## src/rtl/cpu_run_ctrl.sv

```systemverilog
`default_nettype none
// ============================================================================
// Module   : cpu_run_ctrl
// Purpose  : Run/halt/step clock-enable and program-load controller for the
//            4-bit CPU core. Optional breakpoint logic: CPU_RUN_CTRL_BRK_EN.
// Revision : 1.0 - initial release
// ============================================================================
module cpu_run_ctrl #(
  parameter int DIV     = 4,
  parameter int RST_CYC = 2
) (
  input  logic       clock_i,
  input  logic       reset_i,
  input  logic       cmd_run_i,
  input  logic       cmd_halt_i,
  input  logic       cmd_step_i,
  input  logic       load_valid_i,
  output logic       load_ready_o,
  input  logic [3:0] load_addr_i,
  input  logic [7:0] load_data_i,
  input  logic       load_last_i,
  output logic       mem_we_o,
  output logic [3:0] mem_waddr_o,
  output logic [7:0] mem_wdata_o,
  output logic       cpu_en_o,
  output logic       cpu_rst_n_o,
  input  logic [3:0] cpu_pc_i,
  input  logic       brk_valid_i,
  input  logic [3:0] brk_addr_i,
  output logic       brk_hit_o,
  output logic [1:0] state_o
);

  localparam logic [1:0] c_ST_HALT  = 2'd0;
  localparam logic [1:0] c_ST_RUN   = 2'd1;
  localparam logic [1:0] c_ST_LOAD  = 2'd2;
  localparam logic [1:0] c_ST_CLR   = 2'd3;
  localparam logic [7:0] c_DIV_LAST = 8'(DIV - 1);
  localparam logic [7:0] c_RST_LAST = 8'(RST_CYC - 1);

  logic [1:0] state_q,  state_d;
  logic [7:0] presc_q,  presc_d;
  logic [7:0] rstcnt_q, rstcnt_d;
  logic       cpu_en_q, cpu_en_d;
  logic       rst_n_q,  rst_n_d;
  logic       ready_q,  ready_d;
  logic       we_q,     we_d;
  logic [3:0] waddr_q,  waddr_d;
  logic [7:0] wdata_q,  wdata_d;
  logic       step_d;
  logic       beat_acc;
`ifdef CPU_RUN_CTRL_BRK_EN
  logic       brk_hit_q, brk_hit_d;
  logic       first_q,   first_d;
`else
  logic       unused_brk;
  assign unused_brk = ^{brk_valid_i, brk_addr_i, cpu_pc_i};
`endif

  always_ff @(posedge clock_i) begin
    if (reset_i) begin
      state_q   <= c_ST_CLR;
      presc_q   <= 8'd0;
      rstcnt_q  <= 8'd0;
      cpu_en_q  <= 1'b0;
      rst_n_q   <= 1'b0;
      ready_q   <= 1'b0;
      we_q      <= 1'b0;
      waddr_q   <= 4'd0;
      wdata_q   <= 8'd0;
`ifdef CPU_RUN_CTRL_BRK_EN
      brk_hit_q <= 1'b0;
      first_q   <= 1'b0;
`endif
    end else begin
      state_q   <= state_d;
      presc_q   <= presc_d;
      rstcnt_q  <= rstcnt_d;
      cpu_en_q  <= cpu_en_d;
      rst_n_q   <= rst_n_d;
      ready_q   <= ready_d;
      we_q      <= we_d;
      waddr_q   <= waddr_d;
      wdata_q   <= wdata_d;
`ifdef CPU_RUN_CTRL_BRK_EN
      brk_hit_q <= brk_hit_d;
      first_q   <= first_d;
`endif
    end
  end

  always_comb begin
    state_d  = state_q;
    presc_d  = presc_q;
    rstcnt_d = 8'd0;
    step_d   = 1'b0;
    beat_acc = load_valid_i && ready_q;
`ifdef CPU_RUN_CTRL_BRK_EN
    brk_hit_d = brk_hit_q;
    first_d   = first_q;
`endif
    case (state_q)
      c_ST_CLR: begin
        if (rstcnt_q == c_RST_LAST) state_d = c_ST_HALT;
        else                        rstcnt_d = rstcnt_q + 8'd1;
      end
      c_ST_HALT: begin
        if (beat_acc) begin
          state_d = load_last_i ? c_ST_CLR : c_ST_LOAD;
        end else if (!cmd_halt_i) begin
          if (cmd_step_i) begin
            step_d = 1'b1;
          end else if (cmd_run_i) begin
            state_d = c_ST_RUN;
            presc_d = 8'd0;
          end
        end
      end
      c_ST_RUN: begin
        presc_d = (presc_q == c_DIV_LAST) ? 8'd0 : presc_q + 8'd1;
        if (cmd_halt_i) begin
          state_d = c_ST_HALT;
          presc_d = 8'd0;
        end
      end
      default: begin
        if (beat_acc && load_last_i) state_d = c_ST_CLR;
      end
    endcase
`ifdef CPU_RUN_CTRL_BRK_EN
    if (beat_acc || step_d || (state_q == c_ST_HALT && state_d == c_ST_RUN))
      brk_hit_d = 1'b0;
    // The first pulse after entering RUN is never checked, so a run resumes past the breakpoint.
    if (state_d == c_ST_RUN) begin
      if (state_q != c_ST_RUN) first_d = 1'b1;
      if (presc_d == c_DIV_LAST) begin
        if (state_q == c_ST_RUN && !first_q && brk_valid_i && (cpu_pc_i == brk_addr_i)) begin
          state_d   = c_ST_HALT;
          presc_d   = 8'd0;
          brk_hit_d = 1'b1;
        end else begin
          first_d = 1'b0;
        end
      end
    end
`endif
  end

  always_comb begin
    cpu_en_d = step_d || (state_d == c_ST_RUN && presc_d == c_DIV_LAST);
    rst_n_d  = (state_d != c_ST_CLR);
    ready_d  = (state_d == c_ST_HALT) || (state_d == c_ST_LOAD);
    we_d     = beat_acc;
    waddr_d  = beat_acc ? load_addr_i : waddr_q;
    wdata_d  = beat_acc ? load_data_i : wdata_q;
  end

  assign load_ready_o = ready_q;
  assign mem_we_o     = we_q;
  assign mem_waddr_o  = waddr_q;
  assign mem_wdata_o  = wdata_q;
  assign cpu_en_o     = cpu_en_q;
  assign cpu_rst_n_o  = rst_n_q;
  assign state_o      = state_q;
`ifdef CPU_RUN_CTRL_BRK_EN
  assign brk_hit_o    = brk_hit_q;
`else
  assign brk_hit_o    = 1'b0;
`endif

endmodule
`default_nettype wire

```

## config.mk

```make
export PLATFORM = sky130hd
export DESIGN_NAME = cpu_run_ctrl
export DESIGN_NICKNAME = d
export VERILOG_FILES = /design/src/rtl/cpu_run_ctrl.sv
export SDC_FILE = /design/constraint.sdc
export NUM_CORES = 1
export LEC_CHECK = 0
export ABC_AREA = 1
export BUFFER_PORTS_ARGS = -buffer_cell sky130_fd_sc_hd__buf_2
export CAP_MARGIN = 0
export CORE_ASPECT_RATIO = 0.75
export CORE_UTILIZATION = 54
export DETAILED_ROUTE_END_ITERATION = 8
export HOLD_SLACK_MARGIN = 0.02
export PLACE_DENSITY = 0.83
export SKIP_LAST_GASP = 1
export SLEW_MARGIN = 15
export SYNTH_ARGS = -nofsm -noshare
export SYNTH_HDL_FRONTEND = slang
export SYNTH_SLANG_ARGS = --single-unit
```

## constraint.sdc

```tcl
create_clock -name clock_i -period 2.07 [get_ports clock_i]
set_input_delay 0 -clock clock_i [delete_from_list [all_inputs] [get_ports clock_i]]
set_output_delay 0 -clock clock_i [all_outputs]
set_load 0.01 [all_outputs]
```

==> summary.txt, run 1 <==
Vias per inst - 4.92
DR iter-0 viols - 76
Final ANT Viol Nets - 0
Crit path largest cell delay - 390 ps
Combinational power share - 0.287
Reg-to-Reg End - cpu_en_o
Slew Viols, Final - 0
Setup ws final - 430 ps
Internal - 1170 uW
Max IR drop VDD - 0.566 mV
Cell Chain, Critical Path - ha_1, nand2_1, nor2_2, nand3_1, nand2_1, nor2_1, nor2_1, nand2_1, nor2_1, nand3_1, a21oi_2
Initial core utilization - 0.586
Post-synth net total - 258
Via count - 1545
Yosys warns - 0
DR DRC count - 0
Pre-CTS setup slack - 457 ps
LEAKAGE - 0.000909 uW
Critical R2R Launch - presc_q[0]
Final clock skew - 7.40 ps
CP max FO - 4
Max Cap Violations - 0
Pwr Density - 913 nW/um2
Fin. Hold Viols - 0
Post-Place Cells - 295
Unrepaired setup endpoints after global routing - false
I/O Buffers - 36
Nets - 309
CTS max path bufs - 2
Clock transition at path regs - 70 ps
Period utilisation layout - 0.792
Sequential area share after synthesis - 0.433
FF-to-FF path depth - 11
Fmax - 610 MHz
Floorplan core area - 2680 um2
End of the critical path - cpu_en_o
# setup viols final - 0
Initial antenna violation count - 0
Share of post-route cells with drive strength above 1 - 0.198
EDFF count, synth - 0
Gr usage total - 0.255
Hold_ws - 30.1 ps
Worst min path class - input port to flop
Dpl hpwl - 2.42 mm
Async set-reset flop share out of synthesis - 0
Synth Flop Type - dfxtp_1
Flops & latches, synth - 34
Ant. Diodes - 0
Clk network pwr share - 0.248
Register share of total power - 0.465
Status - finished clean
Hold Path Depth - 2
P_sw - 631 uW
Syn Inst Count - 227
GRT overflow - 0
Fillers - 220
First-pass GRT wire length - 6.05 mm
Synthesized cell area - 1570 um2
Die extent in x - 64.3 um
Distinct cells, synth - 30
CP Launch Type - flop
RD Place Congestion - 0.879
Tmin final - 1640 ps
Critical path required time - 2280 ps
Final Non-Filler Cells - 314
Clock sinks - 34
TritonCTS clock tree - built
Slowest cell on crit path - dfxtp_1
FF-to-FF setup slack - 430 ps
Area Growth Syn to Fin - 25.7%
# IOs - 47
Sw Share - 0.350
Crit path launch - presc_q[0]
Crit path DAT - 1850 ps
WS Path Type - flop to flop
WL final - 3.50 mm
Drt first pass iters - 4
Placement row count - 16
Worst-skew pair later-pin latency - 280 ps
CTS buffer count - 5
Core Util, Final - 0.736
Die area - 3130 um2
Avg Synthesized Cell Area - 6.92 um2
Vias in the first global route - 1367
Die Ht - 48.7 um
H-tree lvl count - 2
Crit path capture type - flop
DR WL/cell - 11.1 um
Fin Setup TNS - 0 ps
Root Driver - clkbuf_8
Largest net degree at the start of global routing - 16
[how the worst min path moves through the flow]
stage | start | slack [ps] | endpoint
2_1_floorplan | load_addr_i[0] | 170 | mem_waddr_o[0]
6_report | reset_i | 30 | cpu_en_o
5_1_grt | cmd_step_i | 40 | cpu_en_o
3_5_place_dp | load_data_i[4] | 260 | mem_wdata_o[4]
3_3_place_gp | load_addr_i[0] | 250 | mem_waddr_o[0]
4_1_cts | reset_i | 30 | cpu_en_o
[repair_timing]
item / in CTS / in global routing
hold buffers: 12 / 0
hold endpoints to repair: 12 / 0
endpoints found under the setup margin: 0 / 0
resized for setup: 0 / 0
buffers inserted: 0 / 0
[cells in the final DEF, fill, tap and decap left out, drive strengths merged, types with 2 or more instances in the layout]
master       synthesis  layout
buf                  2      37
clkinv               0       2
nand4                8       8
nor3                 3       3
nand2               46      46
xor2                 2       2
inv                 26      26
clkbuf               2       5
a21oi                6       6
dfxtp               34      34
o21ai               16      16
dlygate4sd3          0      12
ha                   3       3
nor2                59      59
nand3               10      10
[cell usage after synthesis, types with 2 or more instances]
cell type	instances	area share
dfxtp_1	34	0.43
nand2_1	44	0.11
nand4_1	8	0.032
o21ai_0	15	0.048
a21oi_1	5	0.016
nor2_1	57	0.14
nand2_2	2	0.0080
xor2_1	2	0.011
nand3_1	10	0.032
clkbuf_1	2	0.0048
nor2_2	2	0.0080
ha_1	3	0.024
nor3_1	2	0.0064
inv_1	23	0.055
inv_2	3	0.0072
[metal layers]
layer / GRT usage / routed length (um) / up-vias
met2: 0.400 / 1510 / 61
met3: 0.0778 / 271 / 7
li1: - / - / 815
met1: 0.334 / 1670 / 662
met5: 0 / 0 / -
met4: 0.0778 / 44 / 0
[flip-flops by register name (all words and copies together) (netlist names)]
signal	count
state_o	2
rstcnt_q	8
mem_waddr_o	4
presc_q	8
cpu_en_o	1
mem_wdata_o	8
load_ready_o	1
cpu_rst_n_o	1
mem_we_o	1
[final cells by class]
cell class,count,area [um2],share of cell area
clock buffer,5,68.8,0.0348
clock inverter,2,10.0,0.00507
inverter,26,97.6,0.0494
multi-input combinational,162,766,0.388
sequential,34,681,0.345
tap,36,45.0,0.0228
timing repair buffer,49,308,0.156
[worst max-delay path: cells and delay by family, from the launching register on]
family / cells / cell delay [ps]
and+or+nand+nor: 9 / 840
DFF: 1 / 390
adders and majority gates: 1 / 220
AOI/OAI and AO/OA: 1 / 120
[through the flow]
stage	area, um2	power (uW)
6_report	1980	1800
5_1_grt	1980	1930
4_1_cts	1980	1800
3_5_place_dp	1780	1340
3_3_place_gp	1780	1330
2_1_floorplan	1570	1170
[cell families (layout without fill, tap and decap cells)]
| logic type | Yosys count | after routing | share of synthesized area |
|---|---|---|---|
| and+or+nand+nor | 130 | 130 | 0.355 |
| DFF | 34 | 34 | 0.433 |
| buffers and inverters | 31 | 82 | 0.0796 |
| AOI/OAI and AO/OA | 25 | 25 | 0.0892 |
| adders and majority gates | 3 | 3 | 0.0239 |
| xor gates and xnor gates | 3 | 3 | 0.0167 |
| other | 1 | 1 | 0.00239 |
[power groups by stage]
stage	Sequential, uW	Clock [uW]	Combinational (uW)
after floorplan	873	0	300
after global routing	854	493	583
after CTS	837	456	509
final	838	447	518
after global placement	847	0	485
after detailed placement	848	0	490
Power figures use the tool's default switching activity.
==> inputs of run 2 (changes only) <==
- CORE_UTILIZATION: 54 -> 45
- PLACE_DENSITY: 0.83 -> 0.74
- clock period: 2.07 -> 1.5 ns (I/O delays scaled with it)
==> summary.txt, run 2 (synthesis gave the netlist of run 1 again) <==
Status - complete, but fails checks
Failing checks - setup timing
Period utilisation layout - 1.03
First-pass GRT wire length - 6.31 mm
Slew Viols, Final - 0
CP max FO - 4
WL final - 3.94 mm
Largest net degree at the start of global routing - 18
Commonest non-fill, non-tap cell in the layout - nor2_1
CTS max path bufs - 2
Pwr Density - 1180 nW/um2
Slowest cell on crit path - dfxtp_2
Setup ws final - -51.4 ps
Pre-CTS setup slack - -27.6 ps
Crit path DAT - 1770 ps
# setup viols final - 1
Via count - 1644
Cell Chain, Critical Path - ha_4, nand2_2, nor2_2, nand2_2, nand2_4, nor2_2, nor2_1, nand2_1, nor2_1, nand3_2, a21oi_2
Max IR drop VDD - 0.763 mV
Floorplan core area - 3310 um2
RD Place Congestion - 0.873
Root Driver - clkbuf_8
DR iter-0 viols - 98
Unrepaired setup endpoints after global routing - true
Fin. Hold Viols - 0
H-tree lvl count - 2
Critical R2R Launch - presc_q[0]
I/O Buffers - 36
Ant. Diodes - 0
Crit path largest cell delay - 360 ps
Crit path launch - presc_q[0]
CTS buffer count - 5
Final clock skew - 2.39 ps
DR WL/cell - 11.7 um
Share of post-route cells with drive strength above 1 - 0.332
Area Growth Syn to Fin - 42.5%
Fmax - 645 MHz
Gr usage total - 0.227
Die area - 3740 um2
Initial antenna violation count - 0
Reg-to-Reg End - cpu_en_o
Hold endpoint - cpu_en_o
Clock sinks - 34
TritonCTS clock tree - built
Crit path capture type - flop
Nets - 328
Worst min path class - input port to flop
Placement row count - 18
LEAKAGE - 0.00101 uW
Max Cap Violations - 0
Tmin final - 1550 ps
Hold Path Depth - 2
WS Path Type - flop to flop
Hold_ws - 33.1 ps
GRT overflow - 0
Die extent in x - 70.2 um
Hold_sp - reset_i
Vias in the first global route - 1424
Die Ht - 53.2 um
Commonest non-fill, non-tap cells in the layout - nor2_1, nand2_1, buf_2
Vias per inst - 4.86
Dpl hpwl - 2.56 mm
# IOs - 47
Drt first pass iters - 5
Core Util, Final - 0.676
Worst-skew pair later-pin latency - 280 ps
Clock transition at path regs - 60 ps
Initial core utilization - 0.475
FF-to-FF path depth - 11
Final ANT Viol Nets - 0
FF-to-FF setup slack - -50 ps
CP Launch Type - flop
DR DRC count - 0
Critical path required time - 1720 ps
run 2: repair_timing:
| action | 4_1_cts | 5_1_grt |
|---|---|---|
| pin swaps | 6 | 16 |
| endpoints found under the hold margin | 13 | 0 |
| setup endpoints to repair | 1 | 2 |
| resized for setup | 8 | 25 |
| setup buffers | 2 | 3 |
| hold buffers | 13 | 0 |
run 2: worst max path at each step:
stage,endpoint,depth (start not counted)
after floorplan,cpu_en_o,11
after global placement,cpu_en_o,12
after detailed placement,cpu_en_o,12
after CTS,cpu_en_o,11
after global routing,cpu_en_o,11
final,cpu_en_o,11
run 2: area by class of cell:
class / count / area, um2
inverter: 26 / 97.6
tap: 40 / 50.0
sequential: 34 / 687
clock buffer: 7 / 86.3
clock inverter: 1 / 5.00
fill: 279 / 1070
multi-input combinational: 162 / 857
timing repair buffer: 68 / 457
run 2: metal layers:
layer | vias to the layer above | wire length [um] | GRT usage
met3 | 2 | 277 | 0.0686
met2 | 47 | 1860 | 0.376
met5 | - | 0 | 0
li1 | 851 | - | -
met4 | 0 | 18 | 0.0867
met1 | 744 | 1790 | 0.279
run 2: critical path: cells and delay by family (launching register included):
family | cells | cell delay [ps]
fa+ha+maj | 1 | 160
flops | 1 | 360
compound gates | 1 | 110
simple gates | 9 | 870
run 2: per-stage QoR:
stage               TNS (ps)  instances  total power [uW]  area [um2]
floorplan                  0        227              1620        1570
global placement       -5.78        312              1910        1880
detailed placement     -27.6        312              1910        1880
CTS                    -13.8        335              2630        2140
global route            -335        338              2830        2240
finish                 -51.4        338              2640        2240
run 2: report_power, final:
group / internal, uW / switching, uW / leakage (uW)
registers: 1040 / 95.0 / 0.000279
logic: 331 / 491 / 0.000680
clock network: 370 / 311 / 0.0000482
total: 1740 / 897 / 0.00101
==> inputs of run 3 (changes only) <==
- GPL_TIMING_DRIVEN: not set -> 0
==> summary.txt, run 3 (synthesis gave the netlist of run 1 again) <==
Status - complete, but fails checks
Failing checks - setup timing
Cell Chain, Critical Path - ha_4, nand2_2, nor2_2, nand2_2, nand2_4, nor2_2, nor2_2, nand2_1, nor2_1, nand3_1, a21oi_2
Fin. Hold Viols - 0
Die extent in x - 70.2 um
Hold_ws - 28.3 ps
Dpl hpwl - 2.41 mm
M1 WL - 1.73 mm
Initial core utilization - 0.475
LEAKAGE - 0.000988 uW
Final clock skew - 9.91 ps
Worst-skew pair later-pin latency - 280 ps
Area Growth Syn to Fin - 36.8%
Drt first pass iters - 4
Floorplan core area - 3310 um2
CP Launch Type - flop
Worst min path class - input port to flop
RD Place Congestion - 0.875
Commonest non-fill, non-tap cell in the layout - nor2_1
Fin area - 2150 um2
Slowest cell on crit path - dfxtp_2
Crit path max-delay family - simple AND/OR/NAND/NOR gates
H-tree lvl count - 2
Pwr Density - 1280 nW/um2
WL final - 3.73 mm
Vias per inst - 4.91
Max IR drop VDD - 1.11 mV
WS Path Type - flop to flop
Period utilisation layout - 1.05
Largest net degree at the start of global routing - 11
Unrepaired setup endpoints after global routing - true
Most used cell, CP - nor2_2
Register share of total power - 0.424
Tmin final - 1570 ps
# setup viols final - 1
CTS max path bufs - 2
Max Cap Violations - 0
P_sw - 908 uW
Share of post-route cells with drive strength above 1 - 0.277
Clock transition at path regs - 70 ps
Via count - 1614
Root Driver - clkbuf_8
Multi-input logic area - 830 um2
Placement row count - 18
I/O Buffers - 36
# IOs - 47
Placed Instance Area - 1800 um2
TritonCTS clock tree - built
Final ANT Viol Nets - 0
Commonest non-fill, non-tap cells in the layout - nor2_1, nand2_1, buf_2
Clock sinks - 34
Die Ht - 53.2 um
Combinational power share - 0.281
Crit path capture type - flop
Fillers - 267
Ant. Diodes - 0
CTS buffer count - 5
Fin Setup TNS - -71.7 ps
Clk network pwr share - 0.295
Slew Viols, Final - 0
Met2 wire length - 1.68 mm
Pre-CTS setup slack - -97.7 ps
Crit path DAT - 1780 ps
First-pass GRT wire length - 5.88 mm
Die area - 3740 um2
DR iter-0 viols - 135
Sw Share - 0.331
Vias in the first global route - 1407
Uppermost layer routed - met4
WP buf/inv - 0
DR WL/cell - 11.3 um
Length of routed met3 wiring - 289 um
CP max FO - 4
Fmax - 636 MHz
Crit path largest cell delay - 360 ps
Initial antenna violation count - 0
Nets - 319
Gr usage total - 0.203
Internal - 1840 uW
DR DRC count - 0
Flip-flop and latch area - 693 um2
Setup ws final - -71.7 ps
GRT overflow - 0
Critical path required time - 1710 ps
run 3: cell count changes in the layout (fill, tap and decap cells not counted), moves of 2 or more:
cell / previous run / this run
nand2_2: 7 / 4
clkbuf_1: 1 / 4
nand2_4: 1 / 3
nand3_1: 7 / 10
nand3_2: 3 / 0
dfxtp_4: 0 / 2
buf_4: 18 / 7
nor2_4: 3 / 1
run 3: tightest hold or removal path: stages:
cell and delay, ps:
buf_2 110, nand4_1 90, a21oi_2 50
run 3: area by class of cell:
class | count | share of cell area
buffer | 5 | 0.0128
clock buffer | 7 | 0.0355
tap | 40 | 0.0233
clock inverter | 1 | 0.0140
multi-input combinational | 162 | 0.386
inverter | 26 | 0.0454
timing repair buffer | 54 | 0.161
sequential | 34 | 0.322
run 3: final timing paths:
kind	endpoint	from	depth (start not counted)	slack (ps)
hold / removal	cpu_en_o	cmd_step_i	3	30
setup reg to reg	cpu_en_o	presc_q[0]	11	-70
hold reg to reg	rstcnt_q[0]	rstcnt_q[0]	1	470
setup / recovery	cpu_en_o	presc_q[0]	11	-70
run 3: timing repair:
item	4_1_cts	5_1_grt
setup endpoints to repair	1	2
resized for setup	10	17
gates cloned	0	0
buffers inserted	4	2
hold buffers	12	0
hold endpoints to repair	12	0
pin swaps	2	14
run 3: power groups by stage:
stage | clock (uW) | combinational (uW) | sequential (uW)
after floorplan | 0 | 414 | 1200
after global placement | 0 | 681 | 1170
after detailed placement | 0 | 688 | 1170
after CTS | 818 | 745 | 1160
after global routing | 858 | 864 | 1180
final | 810 | 772 | 1170
run 3: through the flow:
stage                     std cells   util  total power [uW]
final                           329  0.649              2750
after floorplan                 227      -              1620
after CTS                       327  0.630              2720
after global placement          303  0.544              1850
after detailed placement        303  0.544              1860
after global routing            329  0.649              2900
run 3: routing by layer:
layer / vias up / GRT usage
met5: - / 0
met4: 0 / 0.0733
met3: 5 / 0.0590
met2: 63 / 0.317
met1: 709 / 0.267
li1: 837 / -
